## src/rtl/lsu_pkg.sv

```systemverilog
// Shared types and encodings for the load/store memory master.
// Holds the FSM state enum, access-size codes and the default wait limit.
package lsu_pkg;

  typedef enum logic [1:0] {
    ST_IDLE    = 2'b00,
    ST_RD_WAIT = 2'b01,
    ST_WR_WAIT = 2'b10,
    ST_RESP    = 2'b11
  } lsu_state_e;

  localparam logic [1:0] SZ_BYTE = 2'b00;
  localparam logic [1:0] SZ_HALF = 2'b01;
  localparam logic [1:0] SZ_WORD = 2'b10;
  localparam logic [1:0] SZ_RSVD = 2'b11;

  localparam int TIMEOUT_DEFAULT = 64;

  // Reserved size or a half/word that is not naturally aligned.
  function automatic logic access_err(input logic [1:0] size, input logic [1:0] addr_lo);
    case (size)
      SZ_BYTE: return 1'b0;
      SZ_HALF: return addr_lo[0];
      SZ_WORD: return (addr_lo != 2'b00);
      default: return 1'b1;
    endcase
  endfunction

endpackage

```

## src/rtl/lsu_lane_align.sv

```systemverilog
// Byte-lane steering: store mask and replication, load lane select and extension.
// Purely combinational; fed from the latched request fields.
module lsu_lane_align
  import lsu_pkg::*;
(
  input  logic [1:0]  size,
  input  logic [1:0]  addr_lo,
  input  logic        load_unsigned,
  input  logic [31:0] st_data,
  input  logic [31:0] ld_word,
  output logic [3:0]  st_mask,
  output logic [31:0] st_lanes,
  output logic [31:0] ld_data
);

  logic [7:0]  ld_byte;
  logic [15:0] ld_half;

  always_comb begin
    ld_byte = ld_word[{addr_lo, 3'b000} +: 8];
    ld_half = addr_lo[1] ? ld_word[31:16] : ld_word[15:0];

    case (size)
      SZ_BYTE: begin
        st_mask  = 4'b0001 << addr_lo;
        st_lanes = {4{st_data[7:0]}};
        ld_data  = load_unsigned ? {24'h0, ld_byte} : {{24{ld_byte[7]}}, ld_byte};
      end
      SZ_HALF: begin
        st_mask  = 4'b0011 << {addr_lo[1], 1'b0};
        st_lanes = {2{st_data[15:0]}};
        ld_data  = load_unsigned ? {16'h0, ld_half} : {{16{ld_half[15]}}, ld_half};
      end
      default: begin
        st_mask  = 4'b1111;
        st_lanes = st_data;
        ld_data  = ld_word;
      end
    endcase
  end

endmodule

```

## src/rtl/lsu_mem_master.sv

```systemverilog
// Load/store unit memory master: one outstanding access, word-indexed memory
// channels, lane alignment, and a wait-cycle timeout that aborts with an error.
//
//   state      | meaning
//   ST_IDLE    | ready for a request; misaligned/reserved goes straight to ST_RESP
//   ST_RD_WAIT | rreq high, waiting for data_valid or timeout
//   ST_WR_WAIT | wreq high, waiting for write_done or timeout
//   ST_RESP    | one-cycle resp_valid pulse, then back to ST_IDLE
module lsu_mem_master
  import lsu_pkg::*;
#(
  parameter int TIMEOUT = TIMEOUT_DEFAULT
) (
  input  logic        clk,
  input  logic        reset,
  input  logic        req_valid,
  output logic        req_ready,
  input  logic        req_we,
  input  logic [1:0]  req_size,
  input  logic        req_unsigned,
  input  logic [31:0] req_addr,
  input  logic [31:0] req_wdata,
  output logic        resp_valid,
  output logic [31:0] resp_rdata,
  output logic        resp_err,
  output logic        rreq,
  output logic [31:0] raddr,
  input  logic [31:0] rdata,
  input  logic        data_valid,
  output logic        wreq,
  output logic [31:0] waddr,
  output logic [3:0]  wmask,
  output logic [31:0] wdata,
  input  logic        write_done
);

  localparam logic [7:0] CNT_LAST = 8'(TIMEOUT - 1);

  lsu_state_e  state_q, state_d;
  logic [31:0] addr_q, addr_d;
  logic [1:0]  size_q, size_d;
  logic        uns_q, uns_d;
  logic        we_q, we_d;
  logic [31:0] wdata_q, wdata_d;
  logic [7:0]  cnt_q, cnt_d;
  logic [31:0] resp_rdata_q, resp_rdata_d;
  logic        resp_err_q, resp_err_d;

  logic [3:0]  lane_mask;
  logic [31:0] lane_wdata;
  logic [31:0] lane_rdata;

  lsu_lane_align u_lane (
    .size          (size_q),
    .addr_lo       (addr_q[1:0]),
    .load_unsigned (uns_q),
    .st_data       (wdata_q),
    .ld_word       (rdata),
    .st_mask       (lane_mask),
    .st_lanes      (lane_wdata),
    .ld_data       (lane_rdata)
  );

  always_comb begin
    state_d      = state_q;
    addr_d       = addr_q;
    size_d       = size_q;
    uns_d        = uns_q;
    we_d         = we_q;
    wdata_d      = wdata_q;
    cnt_d        = cnt_q;
    resp_rdata_d = resp_rdata_q;
    resp_err_d   = resp_err_q;

    case (state_q)
      ST_IDLE: begin
        if (req_valid) begin
          addr_d       = req_addr;
          size_d       = req_size;
          uns_d        = req_unsigned;
          we_d         = req_we;
          wdata_d      = req_wdata;
          cnt_d        = 8'd0;
          resp_rdata_d = 32'h0;
          resp_err_d   = access_err(req_size, req_addr[1:0]);
          if (access_err(req_size, req_addr[1:0])) state_d = ST_RESP;
          else if (req_we)                         state_d = ST_WR_WAIT;
          else                                     state_d = ST_RD_WAIT;
        end
      end
      ST_RD_WAIT: begin
        // Completion is checked first so it beats a coincident timeout.
        if (data_valid) begin
          state_d      = ST_RESP;
          resp_rdata_d = lane_rdata;
          resp_err_d   = 1'b0;
        end else if (cnt_q == CNT_LAST) begin
          state_d    = ST_RESP;
          resp_err_d = 1'b1;
        end else begin
          cnt_d = cnt_q + 8'd1;
        end
      end
      ST_WR_WAIT: begin
        if (write_done) begin
          state_d    = ST_RESP;
          resp_err_d = 1'b0;
        end else if (cnt_q == CNT_LAST) begin
          state_d    = ST_RESP;
          resp_err_d = 1'b1;
        end else begin
          cnt_d = cnt_q + 8'd1;
        end
      end
      default: begin
        state_d      = ST_IDLE;
        resp_rdata_d = 32'h0;
        resp_err_d   = 1'b0;
      end
    endcase
  end

  always_ff @(posedge clk or negedge reset) begin
    if (!reset) begin
      state_q      <= ST_IDLE;
      addr_q       <= 32'h0;
      size_q       <= SZ_BYTE;
      uns_q        <= 1'b0;
      we_q         <= 1'b0;
      wdata_q      <= 32'h0;
      cnt_q        <= 8'd0;
      resp_rdata_q <= 32'h0;
      resp_err_q   <= 1'b0;
    end else begin
      state_q      <= state_d;
      addr_q       <= addr_d;
      size_q       <= size_d;
      uns_q        <= uns_d;
      we_q         <= we_d;
      wdata_q      <= wdata_d;
      cnt_q        <= cnt_d;
      resp_rdata_q <= resp_rdata_d;
      resp_err_q   <= resp_err_d;
    end
  end

  // Ready is held low while reset is asserted even though the state is IDLE.
  assign req_ready  = (state_q == ST_IDLE) && reset;
  assign resp_valid = (state_q == ST_RESP);
  assign resp_rdata = resp_rdata_q;
  assign resp_err   = resp_err_q;

  assign rreq  = (state_q == ST_RD_WAIT);
  assign wreq  = (state_q == ST_WR_WAIT);
  assign raddr = rreq ? {2'b00, addr_q[31:2]} : 32'h0;
  assign waddr = wreq ? {2'b00, addr_q[31:2]} : 32'h0;
  assign wmask = wreq ? lane_mask : 4'h0;
  assign wdata = wreq ? lane_wdata : 32'h0;

endmodule

```

## config.mk

```make
export PLATFORM = sky130hd
export DESIGN_NAME = lsu_mem_master
export DESIGN_NICKNAME = d
export VERILOG_FILES = /design/src/rtl/lsu_pkg.sv /design/src/rtl/lsu_lane_align.sv /design/src/rtl/lsu_mem_master.sv
export SDC_FILE = /design/constraint.sdc
export NUM_CORES = 1
export LEC_CHECK = 0
export BUFFER_PORTS_ARGS = -buffer_cell sky130_fd_sc_hd__buf_2
export CAP_MARGIN = 15
export CORE_MARGIN = 4
export CORE_UTILIZATION = 49
export DETAILED_ROUTE_END_ITERATION = 6
export PLACE_DENSITY_LB_ADDON = 0.05
export SYNTH_ARGS = -nofsm -noshare
export SYNTH_HDL_FRONTEND = slang
export SYNTH_SLANG_ARGS = --single-unit
```

## constraint.sdc

```tcl
create_clock -name clk -period 2.5 [get_ports clk]
set_clock_uncertainty 0.05 [all_clocks]
set_input_delay 0.125 -clock clk [delete_from_list [all_inputs] [get_ports clk]]
set_output_delay 0.125 -clock clk [all_outputs]
set_load 0.03 [all_outputs]
```

==> run metrics <==
Seq pwr share 29.4%; Synth area leader dfrtp_1; worst path bufs/invs 3; ant diodes 0; multiplexer share of the synthesized area 16.2%; IR drop worst, VDD 825 µV; Post-synth EDFFs 0; RR Endpoint cnt_q[5]$_DFFE_PN0P_; total negative slack 0 ps; Worst Hold Path Cells 2; FFs w/ async S/R, synth 100%; GP Congestion 0.881; commonest cells after routing, fill and taps aside buf_2 (236), dfrtp_1 (110), dlygate4sd3_1 (80); Crit. path cell count 5; DR pass1 iterations 5; FF-to-FF setup slack 170 ps; Synth top area share 46.0%; min cycle time layout 2350 ps; Adder-Cell Fraction of Synth Area 1.25%; via count 5410; Critical Path Fanout Max 70; Synth Cell Area 0.00599 mm²; fin worst setup slack 151 ps; Post-Synthesis Cells 555; htree depth 3; PwrDens 1320 mW/mm²; TritonCTS buffer count 9; vias in the first global route 5510; Fmax 426 MHz; die height 119 µm; Post-Synth XOR/XNOR Area 0%; global-route usage over all layers 25.1%; die footprint 0.0140 mm²; main combinational cell family by area after synthesis simple AND/OR/NAND/NOR gates; kind of critical path flop to output port; CP cell instances inv_1, ha_2, buf_6, a21boi_0, buf_2; Die W 119 µm; Clk pwr share 13.9%; Slew Viols, Final 0; clk root buf clkbuf_16; Warnings, synthesis 0; Final Hold Viols 0; initial DRC count 357; clk buf depth 2; Endpoint, Worst Hold resp_rdata[23]$_DFFE_PN0P_; Post-Synth Simple-Gate Area 17.2%; IO Pins 242; grt total ovfl 0; P_leak 4.33 nW; Critical Path Start state_q[0]$_DFFE_PN0P_; Port Buffers 237; complex-gate fraction of the synthesized area 15.2%; Antenna Nets Post-Route 0; # DRC 0; clk_lat worst skew 350 ps; Sw Pwr 5.25 mW; crit path DAT 2170 ps; RR Startpoint state_q[1]$_DFFE_PN0P_; CP max stage delay 430 ps; Tcrit/Tclk final 94.0%; CP required 2330 ps; Worst-Margin Slew 836 ps; relative slew slack 43.8%; outcome finished clean; Setup Buffers After CTS 0; first-pass GRT wire length 28600 µm; top cells by area, synth dfrtp_1 (46%), mux2_2 (13%), and2_1 (7.4%), a221o_1 (3.0%), mux2i_1 (3.0%); switching share of power 47.2%; initial antenna violation count 0; most common cell after layout, fill and taps aside buf_2; Routed wire per std cell 17.7 µm; CORE AREA 0.0120 mm²; final wirelength 17700 µm; crit start category flop; routed vias/inst 5.39; CTS clk-pin slew, worst paths 70 ps; hold crit path type input pin to flop; DP HPWL 12200 µm; pre-CTS setup slack 96.4 ps; num rows 40; Mean Syn Cell Area 10.8 µm²; crit end category output port; cell-internal power 5.88 mW; CTS tree done; post-synthesis sequential area ratio 46.0%; depth of the most critical reg-to-reg path 6; Clock Sinks 110; Comb power frac 56.7%; max_cap viols 0; most used flip-flop cell after synthesis dfrtp_1; Initial Util 50.0%; final setup vio count 0; Synth Register Bits 110; total power 11.1 mW; nets@finish 962; Area Growth Syn to Fin 40.3%; RSZ-0062 raised after global routing false; worst hold start rdata[23]; largest net degree at the start of global routing 111; share of layout cells above drive strength 1 40.2%; unique cell type count in the Yosys netlist 52; Crit path max-delay family buffers and inverters; Crit-path slowest cell dfrtp_1
-- sequential cells by signal, summed over array words and instances, names as in the netlist --
name        flops
addr_q         32
resp_rdata     32
wdata_q        32
cnt_q           8
size_q          2
state_q         2
resp_err        1
uns_q           1
-- timing repair --
item | CTS | global route
hold buffers | 78 | 2
setup endpoints to repair | 2 | 16
endpoints found under the hold margin | 187 | 2
gates resized for setup | 1 | 1
-- cell type report --
type	count	area, µm²
Clock buffer	9	225
Clock inverter	7	95.1
Fill cell	924	3560
Inverter	7	26.3
Multi-Input combinational cell	394	3010
Sequential cell	110	2750
Tap cell	147	184
Timing Repair Buffer	329	2110
-- metal layers --
layer	share of wire, %	global-route usage, %
met5	0	0
met4	1.8	6.15
met3	7.5	8.76
met2	50	43.8
met1	40	29.7
-- synthesized netlist by cell type, types with 9 or more instances --
| library cell | n |
|---|---|
| a21oi_1 | 16 |
| nand2_1 | 39 |
| buf_2 | 10 |
| dfrtp_1 | 110 |
| nor2_1 | 10 |
| mux2_2 | 68 |
| a221oi_1 | 15 |
| mux2i_1 | 18 |
| a221o_1 | 18 |
| o22ai_1 | 9 |
| and2_1 | 71 |
| nand2b_1 | 11 |
| clkbuf_1 | 26 |
| o21ai_0 | 9 |
| nor2b_1 | 18 |
| a21boi_0 | 10 |
-- worst register-to-register path: cells and delay by family (launching register included) --
kind,cells,cell delay [ps]
fa+ha+maj,1,430
buf+inv,2,240
flops,1,440
simple gates,3,1100
-- power groups by stage --
stage / clock, mW / sequential [mW] / combinational, mW
2_1_floorplan: 0 / 3.45 / 4.31
3_3_place_gp: 0 / 3.24 / 6.12
3_5_place_dp: 0 / 3.28 / 6.19
4_1_cts: 1.58 / 3.26 / 6.32
5_1_grt: 1.65 / 3.39 / 6.80
6_report: 1.55 / 3.26 / 6.31
-- cell families after synthesis --
| family | after synthesis |
|---|---|
| flops | 110 |
| mux | 87 |
| buf+inv | 54 |
| fa+ha+maj | 6 |
| simple gates | 177 |
| compound gates | 120 |
| other cells | 1 |
-- worst max-delay path by stage --
stage / end / slack [ps]
6_report: wmask[0] / 150
5_1_grt: resp_rdata[20]$_DFFE_PN0P_ / 30
3_5_place_dp: resp_rdata[20]$_DFFE_PN0P_ / 100
3_3_place_gp: resp_rdata[20]$_DFFE_PN0P_ / 230
2_1_floorplan: cnt_q[0]$_DFFE_PN0P_ / 190
4_1_cts: resp_rdata[20]$_DFFE_PN0P_ / 50
-- metrics by stage --
stage                     instance area (µm²)  utilization [%]  hold WS [ps]  instances
after global routing                     8400             70.2          13.3       1003
final                                    8400             70.2          17.1       1003
after global placement                   7270             60.8           255        907
after CTS                                8380             70.0        0.0169       1001
after detailed placement                 7270             60.8           249        907
after floorplan                          6000                -          -221        558
(Power assumes the default switching activity.)
